`config.mk`:
```
export PLATFORM = sky130hd
export DESIGN_NAME = lt24_verdict_screen
export DESIGN_NICKNAME = d
export VERILOG_FILES = /design/src/rtl/lt24_screen_pkg.sv /design/src/rtl/lt24_raster_counter.sv /design/src/rtl/lt24_verdict_screen.sv
export SDC_FILE = /design/constraint.sdc
export NUM_CORES = 1
export LEC_CHECK = 0
export CORE_UTILIZATION = 54
export DETAILED_ROUTE_END_ITERATION = 12
export DONT_BUFFER_PORTS = 1
export PLACE_DENSITY = 0.75
export SLEW_MARGIN = 10
export SYNTH_ARGS = -nofsm -noshare
export SYNTH_HDL_FRONTEND = slang
export SYNTH_SLANG_ARGS = --single-unit
```
`constraint.sdc`:
```
create_clock -name clock -period 3.7 [get_ports clock]
set_input_delay 0.37 -clock clock [delete_from_list [all_inputs] [get_ports clock]]
set_output_delay 0.37 -clock clock [all_outputs]
set_load 0.1 [all_outputs]
```
`src/rtl/lt24_screen_pkg.sv`:
```
`default_nettype none
// ============================================================================
//  Module      : lt24_screen_pkg
//  Description : Shared colours, state encodings and a clog2 helper for the
//                LT24 screen controllers.
//  Revision    : 1.0 - initial release
// ============================================================================
package lt24_screen_pkg;

    localparam logic [15:0] RGB565_BLACK = 16'h0000;
    localparam logic [15:0] RGB565_WHITE = 16'hFFFF;

    typedef enum logic [1:0] {
        PX_FETCH = 2'd0,
        PX_WAIT  = 2'd1,
        PX_WRITE = 2'd2
    } px_state_e;

    typedef enum logic {
        MODE_IDLE    = 1'b0,
        MODE_VERDICT = 1'b1
    } mode_state_e;

    function automatic int clog2(input int value);
        int result;
        int v;
        result = 0;
        v      = value - 1;
        while (v > 0) begin
            result = result + 1;
            v      = v >> 1;
        end
        return result;
    endfunction

endpackage
`default_nettype wire

```
`src/rtl/lt24_raster_counter.sv`:
```
`default_nettype none
// ============================================================================
//  Module      : lt24_raster_counter
//  Description : Row-major x/y scan counter with enable, wrap and a
//                frame-done pulse on the last accepted pixel.
//  Revision    : 1.0 - initial release
// ============================================================================
module lt24_raster_counter #(
    parameter int WIDTH  = 240,
    parameter int HEIGHT = 320,
    parameter int X_W    = 8,
    parameter int Y_W    = 9
) (
    input  logic           clock,
    input  logic           reset_n_i,
    input  logic           enable_i,
    output logic [X_W-1:0] x_o,
    output logic [Y_W-1:0] y_o,
    output logic           frame_done_o
);

    logic [X_W-1:0] x_q, x_d;
    logic [Y_W-1:0] y_q, y_d;
    logic           w_last_x;
    logic           w_last_y;

    assign w_last_x = (x_q == X_W'(WIDTH - 1));
    assign w_last_y = (y_q == Y_W'(HEIGHT - 1));

    always_comb begin
        x_d = x_q;
        y_d = y_q;
        if (enable_i) begin
            if (w_last_x) begin
                x_d = '0;
                y_d = w_last_y ? '0 : y_q + 1'b1;
            end else begin
                x_d = x_q + 1'b1;
            end
        end
    end

    always_ff @(posedge clock) begin
        if (!reset_n_i) begin
            x_q <= '0;
            y_q <= '0;
        end else begin
            x_q <= x_d;
            y_q <= y_d;
        end
    end

    assign x_o          = x_q;
    assign y_o          = y_q;
    assign frame_done_o = enable_i & w_last_x & w_last_y;

endmodule
`default_nettype wire

```
`src/rtl/lt24_verdict_screen.sv`:
```
`default_nettype none
// ============================================================================
//  Module      : lt24_verdict_screen
//  Description : LT24 raster controller that draws one of NUM_IMAGES ROM
//                images in a scaled window; verdicts switch images only at
//                frame boundaries and fall back to image 0 after HOLD_FRAMES.
//                Define LT24_VERDICT_SCREEN_BORDER_EN for a 2-pixel border
//                around the window while a verdict is shown.
//  Revision    : 1.0 - initial release
// ============================================================================
module lt24_verdict_screen
    import lt24_screen_pkg::*;
#(
    parameter int          LCD_WIDTH    = 240,
    parameter int          LCD_HEIGHT   = 320,
    parameter int          NUM_IMAGES   = 3,
    parameter int          PIC_X_START  = 60,
    parameter int          PIC_Y_START  = 0,
    parameter int          PIC_WIDTH    = 120,
    parameter int          PIC_HEIGHT   = 320,
    parameter int          X_SCALE      = 2,
    parameter int          Y_SCALE      = 1,
    parameter int          HOLD_FRAMES  = 4,
    parameter logic [15:0] BACK_COLOR   = RGB565_BLACK,
    parameter logic [15:0] BORDER_COLOR = RGB565_WHITE,
    localparam int         SEL_W        = (NUM_IMAGES > 1) ? clog2(NUM_IMAGES) : 1,
    localparam int         IMG_W        = PIC_WIDTH / X_SCALE,
    localparam int         IMG_H        = PIC_HEIGHT / Y_SCALE,
    localparam int         ROM_AW       = (IMG_W * IMG_H > 1) ? clog2(IMG_W * IMG_H) : 1
) (
    input  logic              clock,
    input  logic              globalReset_n,
    input  logic              answerValid,
    input  logic [SEL_W-1:0]  answerCode,
    output logic [7:0]        xAddr,
    output logic [8:0]        yAddr,
    output logic [15:0]       pixelData,
    output logic              pixelWrite,
    input  logic              pixelReady,
    output logic [SEL_W-1:0]  romSel,
    output logic [ROM_AW-1:0] romAddr,
    input  logic [15:0]       romData,
    output logic [SEL_W-1:0]  activeImage,
    output logic              frameDone
);

    localparam int              C_XS_SH   = clog2(X_SCALE);
    localparam int              C_YS_SH   = clog2(Y_SCALE);
    localparam int              C_HOLD_W  = (HOLD_FRAMES > 1) ? clog2(HOLD_FRAMES + 1) : 1;
    localparam logic [C_HOLD_W-1:0] C_HOLD = C_HOLD_W'(HOLD_FRAMES);
    localparam logic [SEL_W:0]  C_NUM_IMG = (SEL_W + 1)'(NUM_IMAGES);
    localparam logic [8:0]      C_X_LO    = 9'(PIC_X_START);
    localparam logic [8:0]      C_X_LEN   = 9'(PIC_WIDTH);
    localparam logic [9:0]      C_Y_LO    = 10'(PIC_Y_START);
    localparam logic [9:0]      C_Y_LEN   = 10'(PIC_HEIGHT);
`ifdef LT24_VERDICT_SCREEN_BORDER_EN
    localparam bit              C_BORDER_EN = 1'b1;
`else
    localparam bit              C_BORDER_EN = 1'b0;
`endif

    px_state_e         state_q, state_d;
    mode_state_e       mode_q, mode_d;
    logic [15:0]       pix_q, pix_d;
    logic [SEL_W-1:0]  active_q, active_d;
    logic [SEL_W-1:0]  pend_code_q, pend_code_d;
    logic              pend_vld_q, pend_vld_d;
    logic [C_HOLD_W-1:0] hold_q, hold_d;

    logic [7:0]  w_x;
    logic [8:0]  w_y;
    logic        w_accept;
    logic        w_frame_done;
    logic [8:0]  w_xoff;
    logic [9:0]  w_yoff;
    logic        w_in_win;
    logic        w_on_border;
    logic [15:0] w_pix_sel;

    assign w_accept = (state_q == PX_WRITE) && pixelReady;

    lt24_raster_counter #(
        .WIDTH (LCD_WIDTH),
        .HEIGHT(LCD_HEIGHT),
        .X_W   (8),
        .Y_W   (9)
    ) u_raster (
        .clock       (clock),
        .reset_n_i   (globalReset_n),
        .enable_i    (w_accept),
        .x_o         (w_x),
        .y_o         (w_y),
        .frame_done_o(w_frame_done)
    );

    // Offsets carry one extra bit so a pixel left of/above the window wraps negative.
    assign w_xoff   = {1'b0, w_x} - C_X_LO;
    assign w_yoff   = {1'b0, w_y} - C_Y_LO;
    assign w_in_win = !w_xoff[8] && (w_xoff < C_X_LEN) && !w_yoff[9] && (w_yoff < C_Y_LEN);

    assign w_on_border = (w_xoff < 9'd2) || (w_xoff >= C_X_LEN - 9'd2) ||
                         (w_yoff < 10'd2) || (w_yoff >= C_Y_LEN - 10'd2);

    assign romAddr = w_in_win
                   ? ROM_AW'(32'(w_xoff[7:0] >> C_XS_SH) + 32'(w_yoff[8:0] >> C_YS_SH) * 32'(IMG_W))
                   : '0;

    always_comb begin
        w_pix_sel = romData;
        if (!w_in_win) begin
            w_pix_sel = BACK_COLOR;
        end else if (C_BORDER_EN && (mode_q == MODE_VERDICT) && w_on_border) begin
            w_pix_sel = BORDER_COLOR;
        end
    end

    always_comb begin
        state_d = state_q;
        pix_d   = pix_q;
        case (state_q)
            PX_FETCH: state_d = PX_WAIT;
            PX_WAIT: begin
                state_d = PX_WRITE;
                pix_d   = w_pix_sel;
            end
            PX_WRITE: if (pixelReady) state_d = PX_FETCH;
            default:  state_d = PX_FETCH;
        endcase
    end

    // Boundary decision uses the pending state from before this cycle's trigger.
    always_comb begin
        mode_d      = mode_q;
        active_d    = active_q;
        hold_d      = hold_q;
        pend_vld_d  = pend_vld_q;
        pend_code_d = pend_code_q;
        if (w_frame_done) begin
            if (pend_vld_q) begin
                if (pend_code_q == '0) begin
                    mode_d   = MODE_IDLE;
                    active_d = '0;
                    hold_d   = '0;
                end else begin
                    mode_d   = MODE_VERDICT;
                    active_d = pend_code_q;
                    hold_d   = C_HOLD;
                end
            end else if (mode_q == MODE_VERDICT) begin
                hold_d = hold_q - 1'b1;
                if (hold_q == C_HOLD_W'(1)) begin
                    mode_d   = MODE_IDLE;
                    active_d = '0;
                end
            end
            pend_vld_d = 1'b0;
        end
        if (answerValid && ({1'b0, answerCode} < C_NUM_IMG)) begin
            pend_vld_d  = 1'b1;
            pend_code_d = answerCode;
        end
    end

    always_ff @(posedge clock) begin
        if (!globalReset_n) begin
            state_q     <= PX_FETCH;
            mode_q      <= MODE_IDLE;
            pix_q       <= '0;
            active_q    <= '0;
            pend_vld_q  <= 1'b0;
            pend_code_q <= '0;
            hold_q      <= '0;
        end else begin
            state_q     <= state_d;
            mode_q      <= mode_d;
            pix_q       <= pix_d;
            active_q    <= active_d;
            pend_vld_q  <= pend_vld_d;
            pend_code_q <= pend_code_d;
            hold_q      <= hold_d;
        end
    end

    assign xAddr       = w_x;
    assign yAddr       = w_y;
    assign pixelData   = pix_q;
    assign pixelWrite  = (state_q == PX_WRITE);
    assign romSel      = active_q;
    assign activeImage = active_q;
    assign frameDone   = w_frame_done;

endmodule
`default_nettype wire

```
==> results.tsv, run 1 <==
stage	metric	value	unit
floorplan	start_util	55.7	%
layout	syn_to_final_growth	44.4	%
routing	drt-met1-wl	3960	um
global_route	grt_pass1_wl	15400	um
sta	relSlewSlack	25.3	%
layout	layout-drive-gt1-share	37.7	%
power_and_ir_drop	ir_worst_vdd	256	uV
cts	clk_latency	0.29	ns
sta	worst_pin_slew	1.11	ns
cts	htreeDepth	2	
floorplan	die-area	0.00688	sq mm
synth	synth_ff_type	dfxtp_1	
synth	synth_edf_count	0	
synth	yosysTopAreaCellShare	24.9	%
global_route	grt_max_degree	33	
routing	vias_per_cell	5.96	
floorplan	boundaryPins	76	
sta	finalCritPeriodShare	122	%
cts	cts_sinks	44	
routing	routed.top_layer	met4	
placement	gp_congestion	1.02	
placement	dpl.cell_count	564	
worst_setup_path	path_class	flip-flop to primary output	
sta	drv_slew	0	
synth	synth_seq_area_share	24.9	%
worst_setup_path	worst-endpoint-required	3.33	ns
worst_setup_path	crit_path_end_kind	primary output	
outcome	status	complete, but fails checks	
floorplan	die_x	82.9	um
synth	async_flop_share	0	%
sta	hold_viol	0	
placement	dp_hpwl	6750	um
sta	rsz0062_at_grt	true	
placement	place_ws	-0.610	ns
floorplan	core	0.00635	sq mm
floorplan	die_h	82.9	um
synth	yosys-top-cells-area	dfxtp_1, ha_1, fa_1	
worst_setup_path	cp-start-kind	flip-flop	
global_route	track_usage	26.9	%
cts	clock-root-buffer	clkbuf_8	
worst_setup_path	critPathMaxFanout	5	
layout	final_common_cell	buf_4	
sta	finalSetupViolations	9	
routing	wl_met3	687	um
cts	clk_pin_slew	0.08	ns
routing	antenna_left	0	
synth	synth_area_leader_cell	dfxtp_1	
floorplan	rows	29	
cts	clk_path_buf_depth	2	
routing	route.met2.wl	5350	um
synth	synth.avg_cell_area	8.48	sq um
power_and_ir_drop	p_total	0.878	mW
placement	placed_area	0.00460	sq mm
global_route	overflow	0	
routing	drt_iter0_drc	180	
placement	port_buffers	0	
power_and_ir_drop	p_per_area	172	mW/mm^2
layout	fill_cells	357	
synth	ys_ff_latch	44	
worst_setup_path	crit_arrival	4.15	ns
layout	diodes	0	
global_route	antenna_found_initial	0	
sta	finClkSkew	0.00356	ns
synth	synth_cell_types	56	
flow_run	cap_violations	0	
global_route	first_global_vias	3465	
synth	syn_nets	488	
power_and_ir_drop	total_leakage_power	2.17	nW
outcome	violations	negative setup slack	
layout	final_cell_mix	buf_4, dfxtp_1, nand2_1	
cts	hold_buffers	0	
routing	wl	10400	um
sta	period_minus_slack	4.52	ns
sta	worst_slack	-0.823	ns
synth	ys_warn_count	0	
routing	wl_per_cell	17.8	um
synth	synth_cells	417	
layout	fin_nets	577	
hold_path	hold_path_class	input port to flip-flop	
routing	drtPass1Iterations	5	
layout	final_area	0.00511	sq mm
layout	fin_cells	584	
synth	mappedNetlistArea	0.00354	sq mm
sta	fmax	0.221	GHz
cts	cts_tree	yes	
routing	routed-via-count	3478	
cts	cts_buffers	5	
routing	route.detailed.drc	0	
-- synth_stat cells, drive strengths merged, types with 5 or more instances --
| cell type | n |
|---|---|
| nand3 | 32 |
| ha | 33 |
| o21ai | 12 |
| fa | 16 |
| nand4 | 5 |
| a2111oi | 5 |
| a21boi | 19 |
| inv | 40 |
| a21o | 10 |
| nor3 | 6 |
| dfxtp | 44 |
| xnor2 | 19 |
| buf | 6 |
| a21oi | 15 |
| nor2 | 28 |
| or3 | 5 |
| nor2b | 11 |
| nand2 | 33 |
| and3 | 5 |
| clkbuf | 13 |
| and2 | 6 |
| xor2 | 13 |
-- logic make-up after synthesis --
family	Yosys count	share of synthesized area, %
multiplexers	4	1.17
flip-flops	44	24.9
AND/OR/NAND/NOR	146	21.7
buffers and inverters	59	6.69
AO/OA/AOI/OAI	83	16.9
XOR/XNOR	32	7.92
adder cells (fa/ha/maj)	49	20.7
-- registers in the layout, indices dropped and copies added (netlist names) --
signal and count:
activeImage 2, hold_q 3, mode_q 1, pend_code_q 2
pend_vld_q 1, pixelData 16, state_q 2, u_raster.x_o 8
u_raster.y_o 9
-- worst paths after layout --
| path | endpoint | cells after the start | startpoint | slack [ns] |
|---|---|---|---|---|
| setup / recovery | romAddr[14] | 14 | u_raster.y_o[3] | -0.82 |
| hold / removal | u_raster.y_o[0] | 1 | globalReset_n | 0.20 |
| setup reg to reg | activeImage[1] | 8 | u_raster.x_o[5] | 0.75 |
| hold reg to reg | hold_q[2] | 2 | hold_q[2] | 0.52 |
-- area by class of cell --
| class | instances | area, sq um | share of cell area [%] |
|---|---|---|---|
| clock inverter | 2 | 35.0 | 0.686 |
| tap | 77 | 96.3 | 1.89 |
| timing repair buffer | 101 | 947 | 18.5 |
| clock buffer | 6 | 72.6 | 1.42 |
| inverter | 40 | 161 | 3.16 |
| sequential | 44 | 915 | 17.9 |
| multi-input combinational | 314 | 2880 | 56.4 |
-- layer usage --
layer  up-vias  global-route usage, %
li1       1604                      -
met1      1671                   30.2
met2       157                   48.8
met3        46                   7.16
met4         0                   9.09
met5         -                      0
-- what timing repair did --
item / CTS / global route
buffers inserted: 4 / 9
pin swaps: 23 / 22
setup endpoints to repair: 9 / 9
resized for setup: 33 / 23
hold endpoints to repair: 0 / 0
-- through the flow --
stage          util [%]  TNS (ns)  hold WS (ns)
4_1_cts            77.4     -4.39         0.188
3_3_place_gp       72.5     -2.20         0.452
6_report           80.4     -5.22         0.201
2_1_floorplan         -     -4.30         0.439
3_5_place_dp       72.5     -2.66         0.494
5_1_grt            80.4     -6.28         0.179
-- worst max-delay path: stages, from the launching register on --
cell	delay (ns)
dfxtp_4	0.37
clkinvlp_4	0.14
fa_1	0.50
fa_1	0.52
inv_1	0.07
ha_4	0.31
a21oi_4	0.10
buf_4	0.16
a2111oi_4	0.33
a211oi_2	0.10
a31o_1	0.24
or4b_4	0.58
xnor2_4	0.15
nor2_4	0.10
buf_12	0.19
-- power breakdown --
part / total (mW) / switching [mW] / internal [mW]
clock: 0.356 / 0.156 / 0.200
sequential: 0.479 / 0.00674 / 0.472
combinational: 0.0434 / 0.0310 / 0.0124
Power figures use the tool's default switching activity.
==> inputs of run 2 (changes only) <==
Settings changed: CTS_CLUSTER_DIAMETER set to 80.
==> results of run 2 <==
The final DEF is identical to that of run 1; final timing and power are the same.
